===== src/rtl/alu_cmd_sequencer_if.sv =====
// Command, ALU and response signal bundle for alu_cmd_sequencer.
// slave = the sequencer; master = the command source, ALU and response consumer.
interface alu_cmd_sequencer_if #(
    parameter int unsigned WIDTH = 16,
    parameter int unsigned OPW   = 3
);
    logic             cmd_valid;
    logic             cmd_ready;
    logic [WIDTH-1:0] cmd_a;
    logic [WIDTH-1:0] cmd_b;
    logic [OPW-1:0]   cmd_op;
    logic             cmd_acc;

    logic [WIDTH-1:0] alu_a;
    logic [WIDTH-1:0] alu_b;
    logic [OPW-1:0]   alu_op;
    logic [WIDTH-1:0] alu_y;
    logic             alu_c;
    logic             alu_v;
    logic             alu_n;
    logic             alu_z;

    logic             rsp_valid;
    logic             rsp_ready;
    logic [WIDTH-1:0] rsp_y;
    logic [3:0]       rsp_flags;

    logic             busy;

    modport slave (
        input  cmd_valid, cmd_a, cmd_b, cmd_op, cmd_acc,
        input  alu_y, alu_c, alu_v, alu_n, alu_z,
        input  rsp_ready,
        output cmd_ready, alu_a, alu_b, alu_op,
        output rsp_valid, rsp_y, rsp_flags, busy
    );

    modport master (
        output cmd_valid, cmd_a, cmd_b, cmd_op, cmd_acc,
        output alu_y, alu_c, alu_v, alu_n, alu_z,
        output rsp_ready,
        input  cmd_ready, alu_a, alu_b, alu_op,
        input  rsp_valid, rsp_y, rsp_flags, busy
    );
endinterface


===== src/rtl/alu_cmd_sequencer.sv =====
// Registered command front-end for a combinational ALU: accept, one settle
// cycle, then hold the captured result and flags until the consumer takes them.
module alu_cmd_sequencer #(
    parameter int unsigned WIDTH = 16,
    parameter int unsigned OPW   = 3
) (
    input  logic               clk,
    input  logic               rst,
    alu_cmd_sequencer_if.slave bus
);
    localparam logic [1:0] IDLE = 2'd0;
    localparam logic [1:0] EXEC = 2'd1;
    localparam logic [1:0] RESP = 2'd2;

    logic [1:0]       state;
    logic [1:0]       state_nxt;
    logic             accept;
    logic [WIDTH-1:0] acc_reg;

    // state register
    always_ff @(posedge clk or posedge rst) begin
        if (rst) begin
            state <= IDLE;
        end else begin
            state <= state_nxt;
        end
    end

    // next-state decode
    always_comb begin
        state_nxt = state;
        accept    = 1'b0;
        case (state)
            IDLE: begin
                if (bus.cmd_valid && bus.cmd_ready) begin
                    accept    = 1'b1;
                    state_nxt = EXEC;
                end
            end
            EXEC: state_nxt = RESP;
            RESP: begin
                if (bus.rsp_valid && bus.rsp_ready) begin
                    state_nxt = IDLE;
                end
            end
            default: state_nxt = IDLE;
        endcase
    end

    // cmd_ready/busy are registered copies of the next state, so they track the state register exactly
    always_ff @(posedge clk or posedge rst) begin
        if (rst) begin
            bus.cmd_ready <= 1'b1;
            bus.busy      <= 1'b0;
        end else begin
            bus.cmd_ready <= (state_nxt == IDLE);
            bus.busy      <= (state_nxt != IDLE);
        end
    end

    // operand registers, loaded only on an accepted command
    always_ff @(posedge clk or posedge rst) begin
        if (rst) begin
            bus.alu_a  <= '0;
            bus.alu_b  <= '0;
            bus.alu_op <= '0;
        end else if (accept) begin
            bus.alu_a  <= WIDTH'(bus.cmd_acc ? acc_reg : bus.cmd_a);
            bus.alu_b  <= WIDTH'(bus.cmd_b);
            bus.alu_op <= OPW'(bus.cmd_op);
        end
    end

    // result capture at the end of the settle cycle; acc_reg ignores backpressure
    always_ff @(posedge clk or posedge rst) begin
        if (rst) begin
            bus.rsp_valid <= 1'b0;
            bus.rsp_y     <= '0;
            bus.rsp_flags <= '0;
            acc_reg       <= '0;
        end else if (state == EXEC) begin
            bus.rsp_valid <= 1'b1;
            bus.rsp_y     <= WIDTH'(bus.alu_y);
            bus.rsp_flags <= {bus.alu_c, bus.alu_v, bus.alu_n, bus.alu_z};
            acc_reg       <= WIDTH'(bus.alu_y);
        end else if (state == RESP && bus.rsp_ready) begin
            bus.rsp_valid <= 1'b0;
        end
    end
endmodule


===== src/flat_wrapper.sv =====
// flat-port wrapper written by rule: the top's interface ports become plain ports
module alu_cmd_sequencer_flat 
#(
    parameter int unsigned WIDTH = 16,
    parameter int unsigned OPW   = 3
)
  (clk, rst, bus_cmd_valid, bus_cmd_a, bus_cmd_b, bus_cmd_op, bus_cmd_acc, bus_alu_y, bus_alu_c, bus_alu_v, bus_alu_n, bus_alu_z, bus_rsp_ready, bus_cmd_ready, bus_alu_a, bus_alu_b, bus_alu_op, bus_rsp_valid, bus_rsp_y, bus_rsp_flags, bus_busy);
  alu_cmd_sequencer_if #(.WIDTH(WIDTH), .OPW(OPW)) bus_i ();
  input  logic clk;
  input  logic rst;
  input wire logic [$bits(bus_i.cmd_valid)-1:0] bus_cmd_valid;
  input wire logic [$bits(bus_i.cmd_a)-1:0] bus_cmd_a;
  input wire logic [$bits(bus_i.cmd_b)-1:0] bus_cmd_b;
  input wire logic [$bits(bus_i.cmd_op)-1:0] bus_cmd_op;
  input wire logic [$bits(bus_i.cmd_acc)-1:0] bus_cmd_acc;
  input wire logic [$bits(bus_i.alu_y)-1:0] bus_alu_y;
  input wire logic [$bits(bus_i.alu_c)-1:0] bus_alu_c;
  input wire logic [$bits(bus_i.alu_v)-1:0] bus_alu_v;
  input wire logic [$bits(bus_i.alu_n)-1:0] bus_alu_n;
  input wire logic [$bits(bus_i.alu_z)-1:0] bus_alu_z;
  input wire logic [$bits(bus_i.rsp_ready)-1:0] bus_rsp_ready;
  output wire logic [$bits(bus_i.cmd_ready)-1:0] bus_cmd_ready;
  output wire logic [$bits(bus_i.alu_a)-1:0] bus_alu_a;
  output wire logic [$bits(bus_i.alu_b)-1:0] bus_alu_b;
  output wire logic [$bits(bus_i.alu_op)-1:0] bus_alu_op;
  output wire logic [$bits(bus_i.rsp_valid)-1:0] bus_rsp_valid;
  output wire logic [$bits(bus_i.rsp_y)-1:0] bus_rsp_y;
  output wire logic [$bits(bus_i.rsp_flags)-1:0] bus_rsp_flags;
  output wire logic [$bits(bus_i.busy)-1:0] bus_busy;
  assign bus_i.cmd_valid = bus_cmd_valid;
  assign bus_i.cmd_a = bus_cmd_a;
  assign bus_i.cmd_b = bus_cmd_b;
  assign bus_i.cmd_op = bus_cmd_op;
  assign bus_i.cmd_acc = bus_cmd_acc;
  assign bus_i.alu_y = bus_alu_y;
  assign bus_i.alu_c = bus_alu_c;
  assign bus_i.alu_v = bus_alu_v;
  assign bus_i.alu_n = bus_alu_n;
  assign bus_i.alu_z = bus_alu_z;
  assign bus_i.rsp_ready = bus_rsp_ready;
  assign bus_cmd_ready = bus_i.cmd_ready;
  assign bus_alu_a = bus_i.alu_a;
  assign bus_alu_b = bus_i.alu_b;
  assign bus_alu_op = bus_i.alu_op;
  assign bus_rsp_valid = bus_i.rsp_valid;
  assign bus_rsp_y = bus_i.rsp_y;
  assign bus_rsp_flags = bus_i.rsp_flags;
  assign bus_busy = bus_i.busy;
  alu_cmd_sequencer #(.WIDTH(WIDTH), .OPW(OPW)) u_core (.clk(clk), .rst(rst), .bus(bus_i));
endmodule

===== config.mk =====
export PLATFORM = sky130hd
export DESIGN_NAME = alu_cmd_sequencer_flat
export DESIGN_NICKNAME = d
export VERILOG_FILES = /design/src/rtl/alu_cmd_sequencer_if.sv /design/src/rtl/alu_cmd_sequencer.sv /design/src/flat_wrapper.sv
export SDC_FILE = /design/constraint.sdc
export NUM_CORES = 1
export LEC_CHECK = 0
export ABC_AREA = 1
export CAP_MARGIN = 20
export CORE_MARGIN = 1.5
export CORE_UTILIZATION = 45
export CTS_BUF_LIST = sky130_fd_sc_hd__clkbuf_16
export DETAILED_ROUTE_END_ITERATION = 16
export PLACE_DENSITY = 0.85
export SYNTH_ARGS = -nofsm -noshare
export SYNTH_HDL_FRONTEND = slang
export SYNTH_SLANG_ARGS = --single-unit

===== constraint.sdc =====
create_clock -name clk -period 2.83 [get_ports clk]
set_clock_uncertainty 0.05 [all_clocks]
set_input_delay 0.566 -clock clk [delete_from_list [all_inputs] [get_ports clk]]
set_output_delay 0.566 -clock clk [all_outputs]
set_load 0.005 [all_outputs]

After elaboration in Yosys (flattened, before gate mapping)
Index checks and enable logic that the tools add are counted.
{"block": "op_classes", "add_sub_neg": 0, "mul": 0, "n_div": 0, "magnitude_cmp": 0, "eq_ne": 2, "shifts": 0, "muxes": 8, "bitwise_logic": 0, "n_reduce_logical": 7}
{"op": "2-to-1 mux 16 bit", "n": 1}
{"op": "case mux 2 bit (3 select lines)", "n": 1}
{"op": "logical NOT 2 bit", "n": 2}
{"op": "2-to-1 mux 1 bit", "n": 4}
{"op": "2-to-1 mux 2 bit", "n": 2}
{"op": "nonzero test 2 bit", "n": 2}
{"op": "logical AND 1 bit", "n": 3}
{"op": "== test 2 x 1 -> 1 bit (second input constant)", "n": 1}
{"op": "== test 2 bit (second input constant)", "n": 1}
{"block": "word_totals", "register_bits": 60, "latchBits": 0, "mem_bits_rw": 0, "romBits": 0, "input_bits": 60, "out_inout_bits": 58, "elab_cells": 26, "mem_count": 0}

Logic depth before layout (Yosys ltp)
Gate-level depths: netlist of the first run.
{"block": "depth", "word_depth": 4, "depth_mapped": 7, "depth_no_buf": 5}

Worst setup path after synthesis of the first run
Ideal clock, no wire load.
{"block": "synth_path", "kind": "in2reg", "from": "input port bus_cmd_valid", "to": "register u_core.bus.alu_b[0]", "setup_ns": 0.116, "arrival_ns": 1.128, "required_ns": 2.664, "setup_slack_ns": 1.536, "path_stages": 6, "n_path_buf": 2, "cell_sequence": "nand2_2 inv_1 clkbuf_4 buf_12 nand3_2 nand2_1"}
{"block": "synth_between", "elab_chain_cells": 3}
{"element": "from (decl)", "line_no": "flat_wrapper.sv:11", "source": "input wire logic [$bits(bus_i.cmd_valid)-1:0] bus_cmd_valid;"}
{"element": "logical AND 1 bit", "line_no": "alu_cmd_sequencer.sv:35", "source": "if (bus.cmd_valid && bus.cmd_ready) begin"}
{"element": "2-to-1 mux 1 bit", "line_no": "alu_cmd_sequencer.sv:35"}
{"element": "2-to-1 mux 1 bit", "line_no": "alu_cmd_sequencer.sv:33", "source": "case (state)"}
{"element": "to (signal assigned)", "line_no": "alu_cmd_sequencer.sv:69", "source": "bus.alu_b <= WIDTH'(bus.cmd_b);"}
{"element": "to (decl)", "line_no": "alu_cmd_sequencer_if.sv:34", "source": "output cmd_ready, alu_a, alu_b, alu_op,"}
No other way between the ends.
A chain may end at the register's enable or synchronous reset.

Worst setup path after layout of the first run
{"block": "layout_path", "from": "register u_core.state[0]", "to": "register u_core.bus.alu_a[13]"}
{"block": "layout_between", "elab_chain_cells": 2}
{"element": "from (decl)", "line_no": "alu_cmd_sequencer.sv:15", "source": "logic [1:0] state;"}
{"element": "from (signal assigned)", "line_no": "alu_cmd_sequencer.sv:25", "source": "state <= state_nxt;"}
{"element": "logical NOT 2 bit", "line_no": "alu_cmd_sequencer.sv:33"}
{"element": "2-to-1 mux 1 bit", "line_no": "alu_cmd_sequencer.sv:33"}
{"element": "to (signal assigned)", "line_no": "alu_cmd_sequencer.sv:68", "source": "bus.alu_a <= WIDTH'(bus.cmd_acc ? acc_reg : bus.cmd_a);"}
{"element": "to (decl)", "line_no": "alu_cmd_sequencer_if.sv:34"}
No other way between the ends.

==> results.toml, run 1 <==
[logic_synthesis]
synthDistinctLibCells = 18
post_synthesis_average_cell_area_sq_um = 8.54
post_synth_instance_area_sq_mm = 0.00264
cell_type_with_the_highest_aggregate_area_in_the_netlist = "sky130_fd_sc_hd__dfrtp_1"
synth.area.top_cells = "sky130_fd_sc_hd__dfrtp_1, sky130_fd_sc_hd__nand2_1, sky130_fd_sc_hd__nand3_1, sky130_fd_sc_hd__nand3_2, sky130_fd_sc_hd__buf_4"
yosys.area.top_type_share_pct = 55.9
synthCells = 309
syn_warnings = 0
synth_fp_nets = 369
synth_seq_cells = 60
synth_sequential_area_ratio_pct = 56.9

[worst_setup_path]
startpoint_type = "flip-flop"
worstSetupPathType = "reg2reg"
crit_required_ns = 2.98
timing.critical_path.to_type = "flip-flop"
worst_path_fanout_max = 36
cp.arrival_ns = 2.28

[detailed_routing]
drt-total-wl_mm = 7.16
via_per_inst = 5.07
ant_nets = 0
post_dr_wirelength_cell_um = 14.4
drt-initial-drc-count = 105
drc_errors = 0
vias = 2521
firstDrtPassIters = 4

[sta]
min_period_over_period_pct = 75.2
number_of_pins_exceeding_their_max_slew_limit_in_the_final_report = 0
max_freq_mhz = 470
max_slew_margin_pct = 48.2
worst_pin_slew_ns = 0.776
setup_tns_ns = 0
postLayoutSetupSlackWorst_ns = 0.701
rsz0062_at_grt = "false"
finalCriticalPeriod_ns = 2.13
hold_violations = 0
setup_viol = 0

[cells_and_area]
num_antenna_cells = 0
mostFrequentLayoutCell = "sky130_fd_sc_hd__nand2_1"
nets = 482
drive_gt1_share_pct = 8.00
areaGrowthSynthToFinish_pct = 53.0
layout.cells.most_common_list = "sky130_fd_sc_hd__nand2_1, sky130_fd_sc_hd__clkdlybuf4s50_1, sky130_fd_sc_hd__dfrtp_1"

[clock_tree]
clk-insertion-delay-late_ns = 0.32
cts_root_buffer = "sky130_fd_sc_hd__clkbuf_16"
cts.hold.buffers_added = 0
cts_htree_levels = 3
ctsLongestPathBuffers = 2
cts_repair_resize_count = 0
cts_post_setup_buffers_inserted = 0
clkSinkCount = 60
cts.reportedPaths.clkPinSlew_ns = 0.05
tritoncts_clock_tree = "done"
numCtsBuffers = 9

[flow_run]
max_cap_violations = 0

[global_routing]
grt_first_pass_wirelength_mm = 11.4
grt_overflow = 0
first_global_vias = 2397
grt_antenna_before_repair = 0
grt_max_degree = 42
all_layer_global_routing_usage_pct = 24.2

[floorplanning]
placement_rows = 27
core_sq_mm = 0.00557
effective_utilization_at_floorplan_pct = 47.4
floorplan.io_pins = 118
dieArea_sq_mm = 0.00634
die_x_um = 79.6
die-height_um = 79.6

[power]
vdd_ir_drop_max_mv = 0.663
powerDensity_mw_per_mm2 = 1060
p_leak_nw = 2.01

[placement]
gp_routability_congestion = 0.846
post-place-ws_ns = 0.688
port-buffer-count = 117
post_dp_hpwl_mm = 4.97

[hold_path]
hold_path.class = "reg2reg"

[status]
status = "finished clean"
critical path, stage by stage (launching register included):
cell and delay, ns:
sky130_fd_sc_hd__dfrtp_1 0.66, sky130_fd_sc_hd__nor2_4 0.64, sky130_fd_sc_hd__nand2_4 0.37, sky130_fd_sc_hd__nand2_1 0.19, sky130_fd_sc_hd__nand2_1 0.08
through the flow:
stage	utilization (%)	power [W]	cell area [sq um]	hold slack [ns]	cells
CTS	72.5	0.00429	4040	0.424	497
floorplan	-	0.00238	2640	0.415	309
global placement	68.0	0.00329	3790	0.403	483
detailed placement	68.0	0.00335	3790	0.413	483
finish	72.5	0.00427	4040	0.419	497
global route	72.5	0.00457	4040	0.436	497
kinds of logic after synthesis:
| kind of cell | synth area share (%) |
|---|---|
| buffers and inverters | 5.88 |
| flip-flops | 56.9 |
| AND/OR/NAND/NOR | 37.2 |
layer usage:
metal,global-route usage [%],vias to the layer above,share of wire [%]
met3,7.43,14,9.5
met4,12.1,0,2.3
met2,38.9,130,49
li1,-,1194,-
met5,0,-,0
met1,29.4,1183,39
path summary, 6_finish.rpt:
kind	start	endpoint	slack, ns	depth (start not counted)
setup reg to reg	u_core.state[0]$_DFF_PP0_	u_core.bus.alu_a[13]$_DFFE_PP0P_	0.70	4
setup / recovery	u_core.state[0]$_DFF_PP0_	u_core.bus.alu_a[13]$_DFFE_PP0P_	0.70	4
hold reg to reg	u_core.bus.alu_b[9]$_DFFE_PP0P_	u_core.bus.alu_b[9]$_DFFE_PP0P_	0.42	2
min in group asynchronous	rst	u_core.bus.alu_op[1]$_DFFE_PP0P_	0.53	2
max in group asynchronous	rst	u_core.bus.cmd_ready$_DFF_PP1_	1.60	3
hold / removal	u_core.bus.alu_b[9]$_DFFE_PP0P_	u_core.bus.alu_b[9]$_DFFE_PP0P_	0.42	2
power by group:
| group | internal (W) | switching [W] | total, W | leakage (nW) |
|---|---|---|---|---|
| sequential | 0.00128 | 0.000310 | 0.00159 | 0.743 |
| combinational | 0.000974 | 0.000800 | 0.00177 | 1.14 |
| clock | 0.000568 | 0.000337 | 0.000905 | 0.130 |
| total | 0.00282 | 0.00145 | 0.00427 | 2.01 |
synth_stat cells (all sizes together):
cell type and number:
nand2 182, dfrtp 59, nand3 42, buf 15, inv 5, nor2 3
clkbuf 2, dfstp 1
area by class of cell:
type / count / area, sq um
Tap cell: 72 / 90.1
Sequential cell: 60 / 1500
Timing Repair Buffer: 119 / 1200
Multi-Input combinational cell: 227 / 982
Fill cell: 425 / 1530
Clock inverter: 5 / 22.5
Inverter: 5 / 18.8
Clock buffer: 9 / 225
state kept, by name, indices dropped and copies added, names as in the netlist:
signal,flops
u_core.bus.alu_op,3
u_core.bus.alu_a,16
u_core.bus.rsp_flags,4
u_core.bus.alu_b,16
u_core.bus.rsp_y,16
u_core.bus.busy,1
u_core.bus.rsp_valid,1
u_core.state,2
u_core.bus.cmd_ready,1
(Power assumes the default switching activity.)
==> run 2: changes to the inputs <==
- CORE_UTILIZATION: 45 -> 42
- PLACE_DENSITY: 0.85 -> 0.81
- clock period: 2.83 -> 2 ns (I/O delays scaled with it)
==> run 2 against run 1 <==
  * Die area up 6.9%
  * Critical path type is now reg2out
  * First-iteration DRC count down 13%
  * Hold slack got worse by 0.11 ns
  * Largest cell class unchanged
  * Highest routed layer unchanged
==> results.toml, run 2 (synthesis gave the netlist of run 1 again) <==
[sta]
max_freq_mhz = 557
rsz0062_at_grt = "false"
hold_violations = 0
min_period_over_period_pct = 89.7
worst_pin_slew_ns = 0.389
max_slew_margin_pct = 74.0
number_of_pins_exceeding_their_max_slew_limit_in_the_final_report = 0
setup_tns_ns = 0
setup_viol = 0
finalCriticalPeriod_ns = 1.79

[worst_setup_path]
timing.critical_path.to_type = "primary output"
cp_slowest_stage_delay_ns = 0.54
worst_path_dominant_cell_family = "flip-flops"
slowest_cell_on_the_critical_path = "sky130_fd_sc_hd__dfstp_2"
worstSetupPathType = "reg2out"
startpoint_type = "flip-flop"
crit_required_ns = 1.55
cp.arrival_ns = 1.34
reg2reg_slack_ns = 0.51
worst_path_fanout_max = 2
setup.worst_path.start = "u_core.bus.cmd_ready$_DFF_PP1_"
crit_chain = "clkdlybuf4s50_1"
worst-path-buf-inv = 1
critical_path.reg2reg.startpoint = "u_core.state[1]$_DFF_PP0_"

[clock_tree]
cts_htree_levels = 3
cts_repair_resize_count = 0
cts.hold.buffers_added = 0
cts_root_buffer = "sky130_fd_sc_hd__clkbuf_16"
cts_post_setup_buffers_inserted = 0
tritoncts_clock_tree = "done"
clk-insertion-delay-late_ns = 0.32
numCtsBuffers = 9
cts.reportedPaths.clkPinSlew_ns = 0.05
ctsLongestPathBuffers = 2
clkSinkCount = 60

[placement]
gp_routability_congestion = 0.741
post_dp_hpwl_mm = 4.81
port-buffer-count = 117

[flow_run]
max_cap_violations = 0

[cells_and_area]
mostFrequentLayoutCell = "sky130_fd_sc_hd__nand2_1"
areaGrowthSynthToFinish_pct = 55.7
drive_gt1_share_pct = 9.24
layout.cells.most_common_list = "sky130_fd_sc_hd__nand2_1, sky130_fd_sc_hd__clkdlybuf4s50_1, sky130_fd_sc_hd__dfrtp_1"
largestRegisters = "u_core.bus.alu_a: 16 flops, u_core.bus.alu_b: 16 flops, u_core.bus.rsp_y: 16 flops"
nets = 489
num_antenna_cells = 0

[floorplanning]
die-height_um = 82.3
die_x_um = 82.3
effective_utilization_at_floorplan_pct = 44.1
floorplan.io_pins = 118
core_sq_mm = 0.00599
dieArea_sq_mm = 0.00677
placement_rows = 28

[detailed_routing]
post_dr_wirelength_cell_um = 13.1
firstDrtPassIters = 4
drc_errors = 0
via_per_inst = 4.74
drt-initial-drc-count = 91
drt-total-wl_mm = 6.66
vias = 2408
ant_nets = 0

[global_routing]
grt_antenna_before_repair = 0
grt_first_pass_wirelength_mm = 10.6
grt_max_degree = 37
all_layer_global_routing_usage_pct = 21.2
first_global_vias = 2366
grt_overflow = 0

[hold_path]
hold_path.class = "in2async"

[power]
total_power_w = 0.00606
p_leak_nw = 2.05
vdd_ir_drop_max_mv = 0.941
powerDensity_mw_per_mm2 = 1470

[status]
status = "finished clean"
## run 2: cell count changes in the layout (fill, tap and decap cells not counted), sizes merged
cell,delta
inv,+1
buf,+7
## run 2: where the power goes
| part | internal [W] | total (W) | switching (W) |
|---|---|---|---|
| Sequential | 0.00181 | 0.00220 | 0.000390 |
| Clock | 0.000806 | 0.00130 | 0.000495 |
| Combinational | 0.00142 | 0.00256 | 0.00114 |
## run 2: layer usage
layer / part of all wire [%] / global-route usage (%) / routed length (um)
met1: 39 / 24.4 / 2630
met2: 51 / 35.7 / 3390
met4: 0.12 / 7.46 / 8
met5: 0 / 0 / 0
met3: 9.4 / 8.24 / 628
## run 2: final timing paths
check / endpoint / cells past startpoint
hold / removal: u_core.bus.alu_b[2]$_DFFE_PP0P_ / 2
hold reg to reg: u_core.bus.alu_b[15]$_DFFE_PP0P_ / 2
max in group asynchronous: u_core.bus.alu_op[0]$_DFFE_PP0P_ / 3
min in group clk: u_core.bus.alu_b[15]$_DFFE_PP0P_ / 2
setup reg to reg: u_core.bus.alu_a[9]$_DFFE_PP0P_ / 5
setup / recovery: bus_cmd_ready / 1
## run 2: through the flow
step           std cells  worst slack [ns]  area [sq um]  util (%)  hold slack, ns
3_5_place_dp         493             0.278          3860      64.5           0.409
4_1_cts              508             0.187          4110      68.6           0.314
2_1_floorplan        309            0.0670          2640         -           0.415
3_3_place_gp         493             0.338          3860      64.5           0.406
5_1_grt              508             0.160          4110      68.6           0.331
6_report             508             0.205          4110      68.6           0.310
## run 2: cell type report
| class | count | area, sq um |
|---|---|---|
| fillers | 456 | 1880 |
| flip-flops and latches | 60 | 1500 |
| repair buffers | 126 | 1260 |
| multi-input cells | 227 | 982 |
| clock buffers | 9 | 225 |
| well taps | 75 | 93.8 |
| clock inverters | 6 | 25.0 |
| inverters | 5 | 18.8 |
